[config.mk]
export PLATFORM = sky130hd
export DESIGN_NAME = s_port_byte_out
export DESIGN_NICKNAME = d
export VERILOG_FILES = /design/src/rtl/s_port_byte_out.sv
export SDC_FILE = /design/constraint.sdc
export NUM_CORES = 1
export LEC_CHECK = 0
export CORE_AREA = 2 2 100 83
export DETAILED_ROUTE_END_ITERATION = 12
export DIE_AREA = 0 0 102 85
export PLACE_DENSITY = 0.7
export SLEW_MARGIN = 30
export SYNTH_ARGS = -nofsm -noshare
export SYNTH_HDL_FRONTEND = slang
export SYNTH_SLANG_ARGS = --single-unit
[constraint.sdc]
create_clock -name clk -period 4.15 [get_ports clk]
set_input_delay 0.6225 -clock clk [delete_from_list [all_inputs] [get_ports clk]]
set_output_delay 0.6225 -clock clk [all_outputs]
set_load 0.02 [all_outputs]
[src/rtl/s_port_byte_out.sv]
// s_port_byte_out: serial byte transmitter fed by a small write FIFO.
// Define S_PORT_TX_ODD_PARITY_EN for odd parity; default is even parity.
module s_port_byte_out #(
   parameter logic [14:0] PERIOD_VALUE = 15'h43d1,
   parameter int unsigned STOP_BITS    = 1,
   parameter int unsigned FIFO_AW      = 2
) (
   input  logic               clk,
   input  logic               reset,
   input  logic [7:0]         byte_in,
   input  logic               byte_in_en,
   output logic               fifo_full,
   output logic [FIFO_AW:0]   fifo_level,
   output logic               overflow,
   output logic               tx_busy,
   output logic               s_out
);

   localparam int unsigned      DEPTH     = 2**FIFO_AW;
   localparam logic [FIFO_AW:0] LVL_FULL  = (FIFO_AW+1)'(DEPTH);
   localparam logic [2:0]       STOP_LAST = 3'(STOP_BITS-1);

   typedef enum logic [2:0] {
      IDLE,
      START,
      DATA,
      PARITY,
      STOP
   } state_t;

   state_t             r_state;
   state_t             w_state_nx;
   logic [14:0]        r_cnt;
   logic [14:0]        w_cnt_nx;
   logic [7:0]         r_shift;
   logic [7:0]         w_shift_nx;
   logic [2:0]         r_bit;
   logic [2:0]         w_bit_nx;
   logic               r_par;
   logic               w_par_nx;
   logic               r_sout;
   logic               w_sout_nx;
   logic               w_pop;

   logic [7:0]         r_mem [DEPTH];
   logic [FIFO_AW-1:0] r_wptr;
   logic [FIFO_AW-1:0] r_rptr;
   logic [FIFO_AW:0]   r_level;
   logic               r_full;
   logic               r_ovf;

   logic               w_wr;
   logic               w_has;
   logic               w_wrap;
   logic [7:0]         w_head;
   logic               w_head_par;

   assign w_wr   = byte_in_en && (r_level != LVL_FULL);
   assign w_has  = (r_level != '0);
   assign w_wrap = (r_cnt == PERIOD_VALUE);
   assign w_head = r_mem[r_rptr];

`ifdef S_PORT_TX_ODD_PARITY_EN
   assign w_head_par = ~^w_head;
`else
   assign w_head_par = ^w_head;
`endif

   // Storage needs no reset; pointers and level define validity.
   always_ff @(posedge clk) begin
      if (w_wr)
         r_mem[r_wptr] <= byte_in;
   end

   always_ff @(posedge clk) begin
      if (reset) begin
         r_wptr  <= '0;
         r_rptr  <= '0;
         r_level <= '0;
         r_full  <= 1'b0;
         r_ovf   <= 1'b0;
      end else begin
         r_ovf <= byte_in_en && (r_level == LVL_FULL);
         if (w_wr)
            r_wptr <= r_wptr + 1'b1;
         if (w_pop)
            r_rptr <= r_rptr + 1'b1;
         case ({w_wr, w_pop})
            2'b10: begin
               r_level <= r_level + 1'b1;
               r_full  <= (r_level + 1'b1) == LVL_FULL;
            end
            2'b01: begin
               r_level <= r_level - 1'b1;
               r_full  <= 1'b0;
            end
            default: ;
         endcase
      end
   end

   always_ff @(posedge clk) begin
      if (reset) begin
         r_state <= IDLE;
         r_cnt   <= '0;
         r_shift <= '0;
         r_bit   <= '0;
         r_par   <= 1'b0;
         r_sout  <= 1'b1;
      end else begin
         r_state <= w_state_nx;
         r_cnt   <= w_cnt_nx;
         r_shift <= w_shift_nx;
         r_bit   <= w_bit_nx;
         r_par   <= w_par_nx;
         r_sout  <= w_sout_nx;
      end
   end

   // r_bit indexes data bits in DATA and stop bits in STOP.
   always_comb begin
      w_state_nx = r_state;
      w_shift_nx = r_shift;
      w_bit_nx   = r_bit;
      w_par_nx   = r_par;
      w_sout_nx  = r_sout;
      w_pop      = 1'b0;
      w_cnt_nx   = (r_state == IDLE || w_wrap) ? '0 : r_cnt + 15'd1;

      unique case (r_state)
         IDLE: begin
            w_sout_nx = 1'b1;
            w_pop     = w_has;
         end
         START: begin
            if (w_wrap) begin
               w_state_nx = DATA;
               w_sout_nx  = r_shift[0];
               w_bit_nx   = '0;
            end
         end
         DATA: begin
            if (w_wrap) begin
               if (r_bit == 3'd7) begin
                  w_state_nx = PARITY;
                  w_sout_nx  = r_par;
               end else begin
                  w_shift_nx = r_shift >> 1;
                  w_sout_nx  = r_shift[1];
                  w_bit_nx   = r_bit + 3'd1;
               end
            end
         end
         PARITY: begin
            if (w_wrap) begin
               w_state_nx = STOP;
               w_sout_nx  = 1'b1;
               w_bit_nx   = '0;
            end
         end
         STOP: begin
            if (w_wrap) begin
               if (r_bit == STOP_LAST) begin
                  w_state_nx = IDLE;
                  w_pop      = w_has;
               end else begin
                  w_bit_nx = r_bit + 3'd1;
               end
            end
         end
         default: begin
            w_state_nx = IDLE;
            w_sout_nx  = 1'b1;
         end
      endcase

      if (w_pop) begin
         w_state_nx = START;
         w_shift_nx = w_head;
         w_par_nx   = w_head_par;
         w_sout_nx  = 1'b0;
         w_bit_nx   = '0;
      end
   end

   assign s_out      = r_sout;
   assign tx_busy    = (r_state != IDLE);
   assign fifo_level = r_level;
   assign fifo_full  = r_full;
   assign overflow   = r_ovf;

endmodule
After elaboration in Yosys (flattened, before gate mapping) --
Memory sizes are Yosys's and may differ from the RTL's. A register that Yosys moved wholly into a read port is not among the register bits. Index checks and enable logic that the tools add are counted.
Operators by class: add/sub/neg operators 6, equal/unequal tests 29, mux-type cells 33, bitwise logic cells 1, reduce and logical (&&, ||, !) cells 20
Operators by type and width (number):
- $mux 3 | 11
- $mux 8 | 4
- $ne 2x2->1 const B | 11
- $ne 3x3->1 const B | 7
- $add 15x1->15 const B | 1
- $eq 15x15->1 const B | 1
- $pmux 3 s5 | 1
- $reduce_and 7->1 | 2
- $eq 3x3->1 const B | 4
- $mux 1 | 10
- $pmux 3 s3 | 1
- $reduce_bool 3->1 | 3
- $reduce_xor 8->1 | 1
- $add 3x1->3 const B | 2
- $eq 3x2->1 const B | 2
- $logic_not 3->1 | 2
- $pmux 3 s2 | 1
- $reduce_and 6->1 | 1
- $reduce_bool 2->1 | 3
- $reduce_or 2->1 | 3
- $add 2x1->2 const B | 2
- $mux 2 | 2
- $pmux 1 s2 | 2
- $pmux 1 s4 | 1
- other kinds (10) | 11
Storage, ports and cells: flip-flop bits (word level) 40, bits in writable memories 32, input bits 11, output and inout bits 7, memories kept 1
Memory list:
- r_mem | words 4, width 8, read ports 1, clocked after memory_dff 1, write ports 1, RTL line 45 | logic [7:0] r_mem [DEPTH];

Longest topological paths before layout --
word-level depth 6, gate-level depth with buffers 11

Worst setup path before layout --
Ideal clock, no wire load.
path kind register to register, start register r_level[0], in the netlist fifo_level[0], end register r_level[2], in the netlist fifo_level[2], setup time 0.071 ns, arrival 2.345 ns, setup slack 1.734 ns, cell stages (with the launch flop) 11, path buffers 1, clock period less this slack 2.416 ns, path through dfxtp_1 -> inv_1 -> ha_1 -> nor2b_1 -> nor3_1 -> nand2_1 -> inv_2 -> buf_2 -> ha_1 -> or3_1 -> a21oi_1
Between the ends: longest elaborated chain between the ends 6, elaborated cells between the ends (all ways) 12
RTL lines:
- start: declaration | RTL line 48 | logic [FIFO_AW:0] r_level;
- start signal: assignment | RTL line 90 | r_level <= r_level + 1'b1;
- start signal: assignment | RTL line 94 | r_level <= r_level - 1'b1;
- $reduce_bool 3->1 (*) | RTL line 59 | assign w_has = (r_level != '0);
- $mux 1 | RTL line 163 | if (r_bit == STOP_LAST) begin
- $mux 1 | RTL line 162 | if (w_wrap) begin
- $pmux 1 s2 (*) | RTL line 130 | unique case (r_state)
- net w_pop | RTL line 43 | logic w_pop;
- $eq 2x1->1 / $eq 2x2->1 (equally long branches) | RTL line 88 | case ({w_wr, w_pop})
- $pmux 3 s2 / $reduce_bool 2->1 (equally long branches)
Mark *: on every way through the listed nets, which the timed path passes. The rest lies on a longest branch. A chain may end at the register's enable or synchronous reset.

Final worst setup path --
start register r_level[0], in the netlist fifo_level[0], end register r_level[2], in the netlist fifo_level[2]
Between the ends: longest elaborated chain between the ends 6, elaborated cells between the ends (all ways) 12
RTL lines (RTL line):
- $reduce_bool 3->1 | 59
- $mux 1 | 163
- $mux 1 | 162
- $pmux 1 s2 | 130
- $eq 2x1->1 / $eq 2x2->1 (equally long branches) | 88
- $pmux 3 s2 / $reduce_bool 2->1 (equally long branches)
Several ways; a longest one is shown, not always the timed one.

==> out/results.txt <==
status = finished clean
HP Class = flop to flop
Synth Cell Area = 3357 um2
drt drc = 0
hold_sp = r_shift[2]$_SDFFE_PP0P_
Max Cap Viol = 0
Hold Buf Count CTS = 0
syn nets = 320
Worst R2R Start = fifo_level[0]$_SDFFE_PP0P_
Initial Util = 43.64%
worst slack, placed = 1.466 ns
final setup fails = 0
Antenna Nets Post-Route = 0
period utilization = 64.72%
die width = 102 um
via/cell ratio = 5.125
WHS Endpoint = r_shift[2]$_SDFFE_PP0P_
main area contributors after synthesis = edfxtp_1 29%, dfxtp_1 25%, mux4_2 5.4%
CTS Buf Count = 9
Multi-input gate area = 1430 um2
Sum Neg Setup Slack = 0 ns
setup bufs post-CTS = 0
1st-iter DRT viols = 77
number of global-route vias before repair = 2115
initial antenna violation count = 0
clk slew on worst S/H paths = 0.09 ns
YS warnings = 0
Vias = 2168
FF+latch area = 1802 um2
Startpoint Class = flop
share of cells above drive strength 1 = 10.16%
Seq/Total Area, Yosys = 53.67%
count leader, synth = dfxtp_1
DIE AREA = 8670 um2
number of synthesized register bits = 74
# IOs = 18
worst endpoint required time = 4.43 ns
grt met3 use = 5.189%
FF-to-FF End = fifo_level[2]$_SDFFE_PP0P_
Max transition margin = 63.25%
Filler cells = 715
critical path class = flop to flop
Final min period = 2.686 ns
Die H = 85 um
Top Usage Layer GRT = met2
total clock sinks = 74
Port Buffers = 17
most frequent cells after synthesis = 42 x dfxtp_1, 33 x nor2_1, 32 x edfxtp_1
Post-synth top flop = dfxtp_1
Longest Clk Path Bufs = 2
M1 GR Usage = 19.47%
Yosys top cell area share = 28.62%
post_cts resized = 0
P_leak = 1.294 nW
Layout Nets = 335
Final Max Slew Viols = 0
WL final = 5777 um
Final Hold Viols = 0
Post-synth ARST share = 0%
CP arrival = 2.97 ns
Sw Pwr = 0.0007419 W
Worst-Margin Slew = 0.5506 ns
worst-path fanout max = 17
RSZ-0062 raised after global routing = no
internal power = 0.001466 W
syn avg cell area = 11.38 um2
met2 usage = 23.92%
switch share = 33.59%
antenna fix cells = 0
first-pass GRT wire length = 10030 um
area grow syn2layout = 13.19%
clock skew = 0.01627 ns
Design Power = 0.002208 W
Hold Path Depth = 2
PwrDens = 581.1 nW/um2
final worst slack = 1.464 ns
Clk pwr share = 26.0%
Post-DP HPWL = 4074 um
r2r setup slk = 1.46 ns
maximum number of pins on one net before global-route repair = 29
part of the power in combinational logic = 30.5%
GRT Resource Usage Total = 15.12%
WHS = 0.4735 ns
RD Place Congestion = 0.7807
DR WL/cell = 13.66 um
Row Count = 29
Root Buffer = clkbuf_8
total grt overflow = 0
first drt pass iteration count = 4
Mapped Cells = 295
EDFF count, synth = 32
CTS tree = built
Setup crit end kind = flop
cells on worst reg2reg path = 9
latest clock arrival within the worst-skew pair = 0.35 ns
Synth cell types = 48
part of the power in registers = 43.5%
peak supply drop = 0.0003016 V
leading area contributor after synthesis = edfxtp_1
FMAX = 372.3 MHz
core footprint = 7692 um2
H-tree depth = 3
[layout by cell type (no fill, tap or decap), types with 9 or more instances in the layout]
master | synthesis | layout
a21oi_1 | 12 | 12
nor2_1 | 33 | 33
inv_1 | 12 | 12
xor2_1 | 9 | 9
clkdlybuf4s50_1 | 0 | 17
ha_1 | 14 | 14
xnor2_1 | 17 | 17
nand3_1 | 20 | 20
nand2_1 | 10 | 10
dfxtp_1 | 42 | 42
clkbuf_8 | 0 | 9
edfxtp_1 | 32 | 32
[logic make-up after synthesis]
kind of cell | after synthesis | synth area share [%]
simple gates | 102 | 16.06
mux | 11 | 6.262
fa+ha+maj | 14 | 5.218
buf+inv | 27 | 3.727
xor+xnor | 26 | 6.783
flops | 74 | 53.67
compound gates | 41 | 8.274
[routing by layer]
metal,part of all wire [%],up-vias
li1,-,1086
met1,47,1046
met2,48,29
met3,3.4,7
met4,1.4,0
met5,0,-
[area by class of cell]
cell class / instances / share of cell area, %
tap: 108 / 3.556
clock buffer: 9 / 3.260
multi-input combinational: 194 / 37.64
clock inverter: 7 / 2.173
inverter: 13 / 1.284
timing repair buffer: 18 / 4.676
sequential: 74 / 47.42
[through the flow]
stage | std cells | instance area (um2) | utilization [%]
after detailed placement | 407 | 3593 | 46.71
after global routing | 423 | 3800 | 49.40
after floorplan | 295 | 3357 | -
final | 423 | 3800 | 49.40
after global placement | 407 | 3593 | 46.71
after CTS | 423 | 3800 | 49.40
[how the worst max path moves through the flow]
stage | cells past startpoint | slack, ns | start | to
2_1_floorplan | 10 | 1.73 | fifo_level[0]$_SDFFE_PP0P_ | fifo_level[2]$_SDFFE_PP0P_
3_3_place_gp | 6 | 1.54 | byte_in_en | fifo_level[2]$_SDFFE_PP0P_
3_5_place_dp | 9 | 1.47 | fifo_level[0]$_SDFFE_PP0P_ | fifo_level[2]$_SDFFE_PP0P_
4_1_cts | 9 | 1.44 | fifo_level[0]$_SDFFE_PP0P_ | fifo_level[2]$_SDFFE_PP0P_
5_1_grt | 10 | 1.20 | fifo_level[0]$_SDFFE_PP0P_ | fifo_full$_SDFFE_PP0P_
6_report | 9 | 1.46 | fifo_level[0]$_SDFFE_PP0P_ | fifo_level[2]$_SDFFE_PP0P_
[sequential cells by signal (all words and copies together), names as in the netlist, 2 cells and up, named ones only]
| register | flops |
|---|---|
| r_cnt | 15 |
| fifo_level | 3 |
| r_rptr | 2 |
| r_mem | 32 |
| r_state | 3 |
| r_bit | 3 |
| r_shift | 8 |
| r_wptr | 2 |
[power groups by stage]
stage | clock network [W] | logic, W | registers, W
finish | 0.000575 | 0.000673 | 0.000961
CTS | 0.000589 | 0.000683 | 0.000964
global route | 0.000630 | 0.000756 | 0.000981
global placement | 0 | 0.000667 | 0.000972
floorplan | 0 | 0.000552 | 0.000949
detailed placement | 0 | 0.000679 | 0.000981
[critical path, stage by stage (launching register included)]
cell     delay [ns]
dfxtp_1        0.42
inv_1          0.09
ha_1           0.24
nor2b_1        0.15
nor3_1         0.20
nand2_1        0.29
inv_2          0.34
ha_1           0.37
or3_1          0.39
a21oi_1        0.14
Power figures use the tool's default switching activity.
